==> src/rtl/sd_emmc_adma2_pkg.sv <==
// Shared ADMA2 encodings: descriptor actions, error-state codes, descriptor bit
// positions and the sequencer state type.
package sd_emmc_adma2_pkg;

   localparam logic [1:0] ACT_NOP  = 2'b00;
   localparam logic [1:0] ACT_RSV  = 2'b01;
   localparam logic [1:0] ACT_TRAN = 2'b10;
   localparam logic [1:0] ACT_LINK = 2'b11;

   localparam logic [1:0] ST_STOP = 2'b00;
   localparam logic [1:0] ST_FDS  = 2'b01;
   localparam logic [1:0] ST_TFR  = 2'b11;

   localparam int DESC_LEN_HI = 31;
   localparam int DESC_LEN_LO = 16;
   localparam int DESC_ACT_HI = 5;
   localparam int DESC_ACT_LO = 4;
   localparam int DESC_INT    = 2;
   localparam int DESC_END    = 1;
   localparam int DESC_VALID  = 0;

   localparam logic [31:0] DESC_BYTES = 32'd8;

   typedef enum logic [2:0] {
      S_IDLE,
      S_FETCH_AR,
      S_FETCH_R,
      S_DECODE,
      S_XFER_START,
      S_XFER_WAIT,
      S_NEXT,
      S_ERROR
   } adma_state_e;

   // A zero length field encodes the full 64 KiB segment.
   function automatic logic [16:0] desc_len(input logic [15:0] len);
      return {len == 16'd0, len};
   endfunction

endpackage

==> src/rtl/sd_emmc_adma2_desc_fetch.sv <==
// Two-beat descriptor fetch: AR/R handshakes, saturating fetch timeout and
// word0/word1 capture. Phases are driven by the sequencer state.
module sd_emmc_adma2_desc_fetch
   import sd_emmc_adma2_pkg::*;
#(
   parameter int FETCH_TIMEOUT = 1024
) (
   input  logic        clock,
   input  logic        reset,
   input  logic        ar_phase,
   input  logic        r_phase,
   output logic        axi_arvalid,
   input  logic        axi_arready,
   input  logic [31:0] axi_rdata,
   input  logic [1:0]  axi_rresp,
   input  logic        axi_rvalid,
   output logic        axi_rready,
   input  logic        axi_rlast,
   output logic        ar_done,
   output logic        desc_valid,
   output logic        fetch_err,
   output logic [31:0] word0,
   output logic [31:0] word1
);

   localparam int TW = $clog2(FETCH_TIMEOUT + 1);

   logic [TW-1:0] tmo_cnt;
   logic          second_beat;
   logic          expired;
   logic          r_fire;
   logic          beat_bad;

   // Valid/ready: a beat moves on any cycle where both are high; arvalid and
   // rready are held for the whole phase and never depend on the ready/valid.
   assign axi_arvalid = ar_phase;
   assign axi_rready  = r_phase;
   assign ar_done     = ar_phase && axi_arready;

   assign expired    = (tmo_cnt >= TW'(FETCH_TIMEOUT - 1));
   assign r_fire     = r_phase && axi_rvalid;
   assign beat_bad   = r_fire && ((axi_rresp != 2'b00) || (axi_rlast != second_beat));
   assign desc_valid = r_fire && second_beat && !beat_bad;
   assign fetch_err  = beat_bad ||
                       (expired && ((ar_phase && !ar_done) || (r_phase && !desc_valid)));

   always_ff @(posedge clock) begin
      if (reset) begin
         tmo_cnt     <= '0;
         second_beat <= 1'b0;
         word0       <= '0;
         word1       <= '0;
      end else begin
         if (ar_phase || r_phase) begin
            if (tmo_cnt != TW'(FETCH_TIMEOUT))
               tmo_cnt <= tmo_cnt + 1'b1;
         end else begin
            tmo_cnt <= '0;
         end
         second_beat <= r_phase && (second_beat || r_fire);
         if (r_fire && !second_beat)
            word0 <= axi_rdata;
         if (r_fire && second_beat)
            word1 <= axi_rdata;
      end
   end

endmodule

==> src/rtl/sd_emmc_adma2_sequencer.sv <==
// ADMA2 descriptor table walker feeding the DMA engine. Optional macro
// SD_ADMA_DESC_INT_EN enables the per-descriptor desc_int pulse.
module sd_emmc_adma2_sequencer
   import sd_emmc_adma2_pkg::*;
#(
   parameter int FETCH_TIMEOUT = 1024,
   parameter int MAX_LINKS     = 16
) (
   input  logic        clock,
   input  logic        reset,
   input  logic        adma_start,
   input  logic        adma_abort,
   input  logic [31:0] desc_base_addr,
   output logic [31:0] axi_araddr,
   output logic [7:0]  axi_arlen,
   output logic        axi_arvalid,
   input  logic        axi_arready,
   input  logic [31:0] axi_rdata,
   input  logic [1:0]  axi_rresp,
   input  logic        axi_rvalid,
   output logic        axi_rready,
   input  logic        axi_rlast,
   output logic [31:0] xfer_addr,
   output logic [16:0] xfer_len,
   output logic        xfer_start,
   input  logic        xfer_done,
   input  logic        xfer_err,
   output logic [31:0] adma_sys_addr,
   output logic [1:0]  adma_err_state,
   output logic        adma_err_int,
   output logic        adma_done,
   output logic        desc_int,
   output logic        busy
);

   localparam int LW = $clog2(MAX_LINKS + 1);

   adma_state_e state, state_nxt;
   logic [LW-1:0] link_cnt, link_nxt;
   logic [31:0]   sys_addr_nxt, xaddr_nxt;
   logic [16:0]   xlen_nxt;
   logic [1:0]    est_nxt;
   logic          eint_nxt, last_tran, tran_nxt;
   logic          ar_done, desc_valid, fetch_err, int_flag;
   logic [31:0]   word0, word1;
   logic [1:0]    act;
   logic          unused_bits;

   sd_emmc_adma2_desc_fetch #(.FETCH_TIMEOUT(FETCH_TIMEOUT)) u_fetch (
      .clock       (clock),
      .reset       (reset),
      .ar_phase    (state == S_FETCH_AR),
      .r_phase     (state == S_FETCH_R),
      .axi_arvalid (axi_arvalid),
      .axi_arready (axi_arready),
      .axi_rdata   (axi_rdata),
      .axi_rresp   (axi_rresp),
      .axi_rvalid  (axi_rvalid),
      .axi_rready  (axi_rready),
      .axi_rlast   (axi_rlast),
      .ar_done     (ar_done),
      .desc_valid  (desc_valid),
      .fetch_err   (fetch_err),
      .word0       (word0),
      .word1       (word1)
   );

   assign axi_araddr = adma_sys_addr;
   assign axi_arlen  = 8'd1;
   assign busy       = (state != S_IDLE);
   assign act        = word0[DESC_ACT_HI:DESC_ACT_LO];

`ifdef SD_ADMA_DESC_INT_EN
   assign int_flag    = word0[DESC_INT];
   assign unused_bits = ^{word0[15:6], word0[3]};
`else
   assign int_flag    = 1'b0;
   assign unused_bits = ^{word0[15:6], word0[3], word0[DESC_INT]};
`endif

   always_comb begin
      state_nxt    = state;
      link_nxt     = link_cnt;
      sys_addr_nxt = adma_sys_addr;
      xaddr_nxt    = xfer_addr;
      xlen_nxt     = xfer_len;
      est_nxt      = adma_err_state;
      eint_nxt     = adma_err_int;
      tran_nxt     = last_tran;
      xfer_start   = 1'b0;
      adma_done    = 1'b0;
      desc_int     = 1'b0;
      case (state)
         S_IDLE, S_ERROR: begin
            if (adma_start) begin
               sys_addr_nxt = desc_base_addr;
               link_nxt     = '0;
               eint_nxt     = 1'b0;
               est_nxt      = ST_STOP;
               state_nxt    = S_FETCH_AR;
               if (desc_base_addr[2:0] != 3'b000) begin
                  state_nxt = S_ERROR;
                  eint_nxt  = 1'b1;
                  est_nxt   = ST_FDS;
               end
            end
         end
         S_FETCH_AR: begin
            if (ar_done) begin
               state_nxt = S_FETCH_R;
            end else if (adma_abort) begin
               state_nxt = S_IDLE;
            end else if (fetch_err) begin
               state_nxt = S_ERROR;
               eint_nxt  = 1'b1;
               est_nxt   = ST_FDS;
            end
         end
         // Abort is not sampled here; the burst drains and DECODE honours it.
         S_FETCH_R: begin
            if (fetch_err) begin
               state_nxt = S_ERROR;
               eint_nxt  = 1'b1;
               est_nxt   = ST_FDS;
            end else if (desc_valid) begin
               state_nxt = S_DECODE;
            end
         end
         S_DECODE: begin
            if (adma_abort) begin
               state_nxt = S_IDLE;
            end else if (!word0[DESC_VALID]) begin
               state_nxt = S_ERROR;
               eint_nxt  = 1'b1;
               est_nxt   = ST_FDS;
            end else if (act == ACT_TRAN) begin
               xaddr_nxt = word1;
               xlen_nxt  = desc_len(word0[DESC_LEN_HI:DESC_LEN_LO]);
               tran_nxt  = 1'b1;
               state_nxt = S_XFER_START;
            end else if (link_cnt == LW'(MAX_LINKS - 1)) begin
               state_nxt = S_ERROR;
               eint_nxt  = 1'b1;
               est_nxt   = ST_FDS;
            end else begin
               link_nxt = link_cnt + 1'b1;
               tran_nxt = 1'b0;
               if (act == ACT_LINK) begin
                  sys_addr_nxt = word1;
                  state_nxt    = word0[DESC_END] ? S_NEXT : S_FETCH_AR;
               end else begin
                  sys_addr_nxt = adma_sys_addr + DESC_BYTES;
                  state_nxt    = S_NEXT;
               end
            end
         end
         S_XFER_START: begin
            xfer_start = 1'b1;
            link_nxt   = '0;
            state_nxt  = S_XFER_WAIT;
         end
         S_XFER_WAIT: begin
            if (xfer_err) begin
               state_nxt = S_ERROR;
               eint_nxt  = 1'b1;
               est_nxt   = ST_TFR;
            end else if (xfer_done) begin
               state_nxt = S_NEXT;
            end
         end
         S_NEXT: begin
            if (adma_abort) begin
               state_nxt = S_IDLE;
            end else begin
               desc_int = int_flag;
               if (word0[DESC_END]) begin
                  adma_done = 1'b1;
                  state_nxt = S_IDLE;
               end else begin
                  if (last_tran)
                     sys_addr_nxt = adma_sys_addr + DESC_BYTES;
                  state_nxt = S_FETCH_AR;
               end
            end
         end
         default: state_nxt = S_IDLE;
      endcase
   end

   always_ff @(posedge clock) begin
      if (reset) begin
         state          <= S_IDLE;
         link_cnt       <= '0;
         adma_sys_addr  <= '0;
         xfer_addr      <= '0;
         xfer_len       <= '0;
         adma_err_state <= ST_STOP;
         adma_err_int   <= 1'b0;
         last_tran      <= 1'b0;
      end else begin
         state          <= state_nxt;
         link_cnt       <= link_nxt;
         adma_sys_addr  <= sys_addr_nxt;
         xfer_addr      <= xaddr_nxt;
         xfer_len       <= xlen_nxt;
         adma_err_state <= est_nxt;
         adma_err_int   <= eint_nxt;
         last_tran      <= tran_nxt;
      end
   end

endmodule

==> config.mk <==
export PLATFORM = sky130hd
export DESIGN_NAME = sd_emmc_adma2_sequencer
export DESIGN_NICKNAME = d
export VERILOG_FILES = /design/src/rtl/sd_emmc_adma2_pkg.sv /design/src/rtl/sd_emmc_adma2_desc_fetch.sv /design/src/rtl/sd_emmc_adma2_sequencer.sv
export SDC_FILE = /design/constraint.sdc
export NUM_CORES = 1
export LEC_CHECK = 0
export ABC_AREA = 0
export CAP_MARGIN = 15
export CORE_MARGIN = 1.5
export CORE_UTILIZATION = 54
export CTS_BUF_LIST = sky130_fd_sc_hd__clkbuf_8
export DETAILED_ROUTE_END_ITERATION = 12
export GPL_TIMING_DRIVEN = 0
export PLACE_DENSITY = 0.86
export SYNTH_ARGS = -nofsm -noshare
export SYNTH_HDL_FRONTEND = slang
export SYNTH_SLANG_ARGS = --single-unit
==> constraint.sdc <==
create_clock -name clock -period 4.06 [get_ports clock]
set_input_delay 0.812 -clock clock [delete_from_list [all_inputs] [get_ports clock]]
set_output_delay 0.812 -clock clock [all_outputs]
set_load 0.1 [all_outputs]
==> impl.org, run 1 <==
** CTS
- Clock Tree Root :: clkbuf_8
- The clock net in this run drives a total of 157 sinks.
- Buffer levels on the longest clock path :: 2
- Gates resized during post-CTS repair numbered 0.
- TritonCTS built the clock tree.
- In this run, post-CTS hold repair placed 0 buffers.
- For the worst-skew pair, the clock arrives at the later sink with an insertion delay of 0.45 ns.
- Buffers inserted during clock tree synthesis total 17.
- After clock tree synthesis, the clock-pin slew on the worst setup and hold paths is 0.07 ns.
- The H-tree generated during clock tree synthesis spans 4 levels.
- After clock tree synthesis, the setup repair step added 0 buffers.

** Synth
- In this run, synthesis produced a sequential element count of between 150 and 200.
- Multiplexer share of the synthesized area :: 0.812%
- Number of warnings printed during yosys synthesis :: 0
- After synthesis, flip-flops and latches occupy 41.6% of the total area.
- After synthesis the cells add up to 7550 sq um.
- Gate count of the mapped netlist :: 982
- Combinational family with the most area after synthesis :: simple AND/OR/NAND/NOR gates
- After Yosys synthesis, and, or, nand and nor cells account for a little under a quarter of the synthesized area.
- After Yosys synthesis, XOR and XNOR cells account for 1.16% of the synthesized area.
- Number of enable-type register cells in the synthesized netlist :: 0
- Top FF cell, synth :: dfxtp_1
- Of the total synthesized cell area, the portion taken by full adders, half adders and majority gates is 1.49%.
- Syn_area_per_cell :: 7.69 sq um
- The synthesized netlist devotes 23.1% of its cell area to compound gates.
- Share of flip-flops with an asynchronous set or reset after synthesis :: 0%
- Yosys mapped the design onto 64 distinct sky130hd cell types.

** Timing
- Setup violations remaining at the end of the flow were counted as 0.
- Headroom to the max-slew limit came out at slightly below 30%.
- The count of endpoints failing hold in the final timing report came to 0.
- Static timing analysis puts the maximum clock frequency at roughly 0.25 GHz.
- Summed over all failing endpoints, the final setup total negative slack is 0 ns.
- Setup repair after global routing left no endpoint under its margin.
- After layout, the minimum clock period comes to slightly below 4 ns.
- On the final layout, the worst clock skew is 0.0107 ns.
- Final critical-path share of the clock period :: roughly 98%
- At the pin with the least slew margin, the transition time is roughly 1.1 ns.
- The number of max-slew violations in the final report came to 0.

** Placement
- Placer Congestion :: 0.954
- Detailed-placement wirelength estimate :: 18600 um
- Port buffering added 195 buffers.
- Counting tap cells, the placed design contains a total of 1364 instances.

** Flow run
- Across the run, the number of max-cap violations was 0.

** Final layout
- The area growth from synthesis to layout is 34.1%.
- Non-filler cells in the finished layout :: ~1.4k
- After the last flow step, the layout net total stands at 1287.
- Leaving out fill and tap cells, the most frequent cells in the layout are 232 x nand2_1, 195 x clkdlybuf4s50_1, 157 x dfxtp_1.
- Number of antenna cells inserted :: 0
- Ratio of cells with drive above 1 in the final layout :: 8.15%
- Commonest non-fill, non-tap cell in the layout :: nand2_1

** Route
- The first routing iteration left a little under 1k violations.
- Detailed routing placed a total of 2470 um of wire on met3.
- Post-route antenna net violation count :: 0
- Detailed routing placed a total of about 12000 um of wire on met2.
- Remaining DRCs :: 0
- Dividing the detail-routed wire length by the instance count gives 17.7 um.
- Initial DRT Pass Iterations :: 6
- Signal routing reaches up to met4.
- Post-detailed-routing wire length :: 24700 um
- The detailed router put a total of 10000 um of wire on met1.
- In the routed layout, each cell is associated on average with a via count of around 5.9.
- Vias after detailed routing :: 8247

** GRT
- Total congestion overflow after global routing :: 0
- Entering global routing, the biggest net connects 17 pins.
- The via count of the first global-routing pass was 7253.
- Wire length of the first global-routing pass :: 37900 um
- Total routing resource utilization after global routing :: 33.2%
- The number of antenna violations at the first check in global routing is 0.

** Worst setup path
- On the critical path, the stage with the largest delay is an instance of clkdlybuf4s50_1.
- CP cell instances :: clkdlybuf4s50_1 -> clkbuf_1 -> nor3_1 -> clkdlybuf4s50_1
- Grouping stages by cell kind, the critical path spends the most delay in buffers and inverters.
- For this run, the slowest stage of the critical path takes 1.20 ns.
- The critical path is of the in2out type.
- Worst Path Required :: ~3.3 ns
- Buffering stage count on the worst path with inverters included :: 3
- Counting stages on the worst path, the most repeated cell is clkdlybuf4s50_1.
- In this run the worst path has a maximum fanout of 10.
- Critical path capture point type :: output port
- For the worst setup path, the data arrival time is 3.16 ns.
- STA classifies the critical path startpoint as an input port.

** Die
- Core Footprint :: roughly 14000 sq um
- Initial Utilization :: 54.8%
- In this run the count of I/O pins placed on the die edge is 205.
- The floorplan has 43 rows.
- From bottom edge to top edge, the die measures 121 um.
- Total Die Area :: 14700 sq um
- Die Span X :: 121 um

** Power and ir drop
- Power density of the placed cells :: 721 nW/um^2
- Power share of the sequential group :: a little over a quarter
- For this design the static power due to leakage is approximately 3.6 nW.
- The analysis attributes to net switching a power of 0.00393 W.
- P_int :: 0.00337 W
- IR analysis of the VDD net gives a maximum drop of 0.372 mV.
- Of the total power, the clock network draws 15.4%.
- Per report_power, the combinational group accounts for ~57% of the total.
- Net switching is 53.8% of the power.

** Min path
- Class of the worst hold path :: reg2reg

** Outcome
- Result of the run :: finished clean
-- synth_stat cells (all sizes together) (4+ instances only) --
master	count	area share, %
nor4	12	1.3
dfxtp	157	42
a21oi	138	9.1
mux2i	5	0.66
nor2	54	2.7
o31ai	6	0.60
o21a	5	0.50
or4	4	0.41
nor3	10	0.66
clkbuf	51	2.5
o211ai	4	0.40
a22o	8	0.93
o21bai	4	0.40
nand2b	7	0.58
nand2	232	12
o31a	4	0.46
and4	4	0.46
o32ai	4	0.46
o21ai	43	2.9
o41ai	4	0.46
nand4	12	0.99
xnor2	7	0.81
a22oi	22	2.2
nand3	18	1.2
and3	5	0.41
a221oi	4	0.46
inv	17	0.85
and2	6	0.51
ha	9	1.5
a32o	6	0.80
and4b	4	0.55
or2	4	0.33
nor2b	4	0.33
a211oi	8	0.80
buf	56	5.1
a31oi	8	0.66
-- worst min-delay path, stage by stage (launching register included) --
cell and delay (ns):
dfxtp_1 0.32, nand2_1 0.05, a21oi_1 0.05
-- through the flow --
stage          hold slack (ns)  setup slack, ns  power (W)  util (%)  cell area, sq um
4_1_cts                  0.460            0.115    0.00726      73.5             10100
5_1_grt                  0.479           0.0585    0.00760      73.5             10100
3_5_place_dp             0.448            0.117    0.00616      70.8              9750
6_report                 0.462           0.0879    0.00730      73.5             10100
3_3_place_gp             0.443            0.110    0.00613      70.8              9750
2_1_floorplan            0.445            0.168    0.00516         -              7570
-- power groups by stage --
stage / Combinational, W / Sequential (W) / Clock (W)
floorplan: 0.00229 / 0.00287 / 0
global placement: 0.00412 / 0.00201 / 0
detailed placement: 0.00414 / 0.00201 / 0
CTS: 0.00415 / 0.00198 / 0.00113
global route: 0.00437 / 0.00202 / 0.00121
finish: 0.00418 / 0.00199 / 0.00113
-- final cells by class --
type	instances	area [sq um]
Clock inverter	12	113
Buffer	107	574
Inverter	17	63.8
Tap cell	180	225
Fill cell	1118	3650
Clock buffer	19	262
Sequential cell	157	3140
Timing Repair Buffer	195	1950
Multi-Input combinational cell	708	3790
-- cell families (layout without fill, tap and decap cells) --
family	count (synthesis)	after routing
buffers and inverters	124	350
AOI/OAI and AO/OA	285	285
and+or+nand+nor	389	389
DFF	157	157
xor gates and xnor gates	10	10
other	2	9
muxes	6	6
adders and majority gates	9	9
-- final timing paths --
path	start	end	slack (ns)	depth (start not counted)
worst max-delay path	adma_abort	adma_done	0.09	4
worst min-delay path	xfer_len[10]$_SDFFE_PP0P_	xfer_len[10]$_SDFFE_PP0P_	0.46	2
worst max register to register	state[1]$_SDFFE_PP0P_	adma_sys_addr[2]$_SDFFE_PP0P_	1.20	8
worst min register to register	xfer_len[10]$_SDFFE_PP0P_	xfer_len[10]$_SDFFE_PP0P_	0.46	2
-- layer usage --
metal / global-route usage, % / up-vias
met3: 8.51 / 59
met1: 42.9 / 3876
met2: 54.1 / 467
met4: 11.2 / 0
li1: - / 3845
met5: 0 / -
-- flip-flops by register name, indices dropped and copies added (netlist names) --
signal and count:
u_fetch.second_beat 1, adma_err_int 1, u_fetch.word1 32, link_cnt 5, u_fetch.word0 20, last_tran 1, state 3, xfer_addr 32
xfer_len 17, u_fetch.tmo_cnt 11, adma_err_state 2, adma_sys_addr 32
Note: power is estimated with default switching activity, not from simulation.
==> run 2: changes to the inputs <==
--- a/config.mk
+++ b/config.mk
@@ -12,7 +12,7 @@
 export CTS_BUF_LIST = sky130_fd_sc_hd__clkbuf_8
 export DETAILED_ROUTE_END_ITERATION = 12
 export GPL_TIMING_DRIVEN = 0
-export PLACE_DENSITY = 0.86
+export PLACE_DENSITY = 0.88
 export SYNTH_ARGS = -nofsm -noshare
 export SYNTH_HDL_FRONTEND = slang
 export SYNTH_SLANG_ARGS = --single-unit
==> run 2 against run 1 <==
Die area did not move. Clock power is 9.7% higher. Worst setup slack worse by 0.0065 ns. Combinational power hardly changed. Critical endpoint unchanged. Via count about the same. Critical path depth unchanged. Non-clock buffer count did not move. Clock skew increased by 0.0037 ns.
==> impl.org, run 2 (synthesis results as in run 1) <==
** Worst setup path
- Critical path capture point type :: output port (unchanged)
- Critical path's top delay family :: buffers and inverters (unchanged)
- The path type of the worst setup path was in2out (unchanged).
- Startpoint type of the worst setup path :: input port (unchanged)
- Top cell by count, worst path :: clkdlybuf4s50_1 (unchanged)
- Buffering stage count on the worst path with inverters included :: 3 (unchanged)
- CP cell instances: clkdlybuf4s50_1 -> clkbuf_1 -> nor3_1 -> clkdlybuf4s50_1 (unchanged).
- Longest individual stage delay on the worst path :: 1.20 ns (about the same)
- The arrival time at the worst endpoint was 3.17 ns (was 3.16 ns).
- The critical path's slowest cell was clkdlybuf4s50_1 (unchanged).
- The worst-path maximum fanout came to 10 (unchanged).
- The endpoint required time on the critical path came to 3.25 ns (about the same).

** Power and ir drop
- The total power per unit cell area is 729 nW/um^2 (was 721 nW/um^2).
- Post-route total power :: 0.00741 W (was 0.00730 W)
- The standby leakage power was 3.59 nW (was 3.58 nW).
- The worst ir drop on vdd was 0.312 mV (was 0.372 mV).

** CTS
- The number of H-tree branching levels is 4 (unchanged).
- The number of buffers created by CTS came to 17 (unchanged).
- Clock Tree Root :: clkbuf_8 (unchanged)
- The number of clock sinks was 157 (unchanged).
- The number of buffers inserted by post-CTS setup repair was 0 (unchanged).
- Clock latency on the worst-skew pair :: 0.47 ns (was 0.45 ns)
- The number of buffers inserted by hold repair at cts is 0 (unchanged).
- Post-cts gate resize count :: 0 (unchanged)
- The maximum count of clock buffers along a single path was 2 (unchanged).
- Clock slew seen by the registers of the worst setup and hold paths :: 0.08 ns (was 0.07 ns)
- CTS tree :: built (unchanged)

** Timing
- Post-layout worst setup margin :: 0.0813 ns (was 0.0879 ns)
- Transition at the pin with the smallest max-transition slack :: 1.12 ns (was 1.05 ns)
- The top achievable clock speed was 0.251 GHz (was 0.252 GHz).
- The worst slew margin relative to its limit came to 24.8% (was 29.5%).
- The final-report setup violation count is 0 (unchanged).
- The minimum hold slack is 0.460 ns (was 0.462 ns).
- Final slew viol count :: 0 (unchanged)
- Fin crit period :: 3.98 ns (was 3.97 ns)
- The count of endpoints failing hold in the final timing report is 0 (unchanged).
- Final critical-path share of the clock period :: 98.0% (was 97.8%)
- Final setup TNS :: 0 ns (unchanged)
- RSZ-0062 raised after global routing :: no (unchanged)
- Worst clock skew :: 0.0144 ns (was 0.0107 ns)

** GRT
- The overflow left after global routing is 0 (unchanged).
- Pin count of the biggest net entering global routing :: 17 (unchanged)
- Antenna violations before repair :: 0 (unchanged)
- Wire length of the first global-routing pass :: 37700 um (was 37900 um)
- The global-route total usage across every layer came to 33.2% (about the same).
- The via count of the first global-routing pass came to 7370 (was 7253).

** Die
- Die Span X :: 121 um (unchanged)
- The floorplan die area came to 14700 sq um (unchanged).
- Height of the die :: 121 um (unchanged)
- The I/O pin count was 205 (unchanged).
- Initial Utilization :: 54.8% (unchanged)
- Core Footprint :: 13800 sq um (unchanged)
- Placement Rows :: 43 (unchanged)

** Final layout
- # fillers :: 1103 (was 1118)
- The area of the multi-input gates is 3790 sq um (unchanged).
- Largest registers :: adma_sys_addr (32), u_fetch.word1 (32), xfer_addr (32) (unchanged)
- Commonest cells after routing, fill and taps aside: 232 x nand2_1, 195 x clkdlybuf4s50_1, 157 x dfxtp_1 (unchanged).
- The layout overhead on the synthesized area was 34.7% (was 34.1%).
- Commonest non-fill, non-tap cell in the layout :: nand2_1 (unchanged)
- Number of antenna cells inserted :: 0 (unchanged)
- The final-stage net count is 1287 (unchanged).
- The total area of sequential cells is 3140 sq um (unchanged).
- Final design utilization :: 73.8% (was 73.5%)
- Ratio of cells with drive above 1 in the final layout :: 8.14% (was 8.15%)

** Route
- Post-route antenna net violation count :: 0 (unchanged)
- The number of DRC violations after detailed-routing iteration 0 came to 1235 (was 978).
- The number of remaining DRC errors came to 0 (unchanged).
- Vias after detailed routing :: 8251 (was 8247)
- The number of search-and-repair iterations in the first detailed-routing pass came to 6 (unchanged).
- The overall routed net length was 24600 um (was 24700 um).
- Average vias per placed instance :: 5.91 (about the same)
- The average wire per cell in the routed design is 17.6 um (was 17.7 um).

** Placement
- Detailed-placement wirelength estimate :: 18400 um (was 18600 um)
- Post-placement worst setup slack :: 0.117 ns (about the same)
- The number of port buffers came to 195 (unchanged).
- The last weighted congestion value of the routability-driven placer came to 0.985 (was 0.954).

** Outcome
- Result of the run :: finished clean (unchanged)

** Flow run
- Reported max-cap violation count :: 0 (unchanged)

** Min path
- Class of the worst hold path :: reg2reg (unchanged)
==> run 2: cell count changes in the layout (fill, tap and decap cells not counted) <==
cell / delta
inv_1: +1
clkinv_2: -1
inv_8: -1
bufinv_16: +2
clkinvlp_4: +1
clkbuf_8: -1
==> run 2: worst register-to-register path, cell delays in order, from the launching register on <==
cell and delay (ns):
dfxtp_1 0.41, ha_1 0.18, buf_2 0.21, nand2b_1 0.18, o21ai_0 0.91, clkbuf_1 0.46
nand3_1 0.15, a21o_1 0.21, a21oi_1 0.13
==> run 2: power by group <==
group | internal [W] | leakage [nW] | switching, W
sequential | 0.00172 | 1.27 | 0.000272
combinational | 0.00113 | 2.12 | 0.00305
clock | 0.000625 | 0.205 | 0.000615
==> run 2: final timing paths <==
check / start / end / slack (ns) / depth (start not counted)
worst max-delay path: adma_abort / adma_done / 0.08 / 4
worst min-delay path: xfer_addr[6]$_SDFFE_PP0P_ / xfer_addr[6]$_SDFFE_PP0P_ / 0.46 / 2
worst max register to register: state[1]$_SDFFE_PP0P_ / adma_sys_addr[27]$_SDFFE_PP0P_ / 1.16 / 8
worst min register to register: xfer_addr[6]$_SDFFE_PP0P_ / xfer_addr[6]$_SDFFE_PP0P_ / 0.46 / 2
==> run 2: routing by layer <==
metal / vias to the layer above / share of wire, % / track usage (%) / routed length (um)
met1: 3778 / 39 / 41.9 / 9560
met3: 88 / 11 / 8.46 / 2760
met4: 0 / 3.3 / 12.9 / 821
met5: - / 0 / 0 / 0
li1: 3841 / - / - / -
met2: 544 / 47 / 54.5 / 11500
==> run 2: cell type report <==
class                   instances  area share, %
multi-input cells             708           37.3
flip-flops and latches        157           30.9
repair buffers                195           19.2
plain buffers                 107           5.65
clock buffers                  18           2.44
well taps                     180           2.22
clock inverters                14           1.65
inverters                      17          0.628
==> run 2: per-stage QoR <==
stage / cell area (sq um) / instances
floorplan: 7570 / 989
global route: 10200 / 1396
global placement: 9750 / 1364
finish: 10200 / 1396
CTS: 10200 / 1396
detailed placement: 9750 / 1364
==> run 3: changes to the inputs <==
--- a/config.mk
+++ b/config.mk
@@ -16,3 +16,4 @@
 export SYNTH_ARGS = -nofsm -noshare
 export SYNTH_HDL_FRONTEND = slang
 export SYNTH_SLANG_ARGS = --single-unit
+export TNS_END_PERCENT = 10
==> results of run 3 <==
Same layout as run 2: the final DEF is identical, and so are final timing and power.
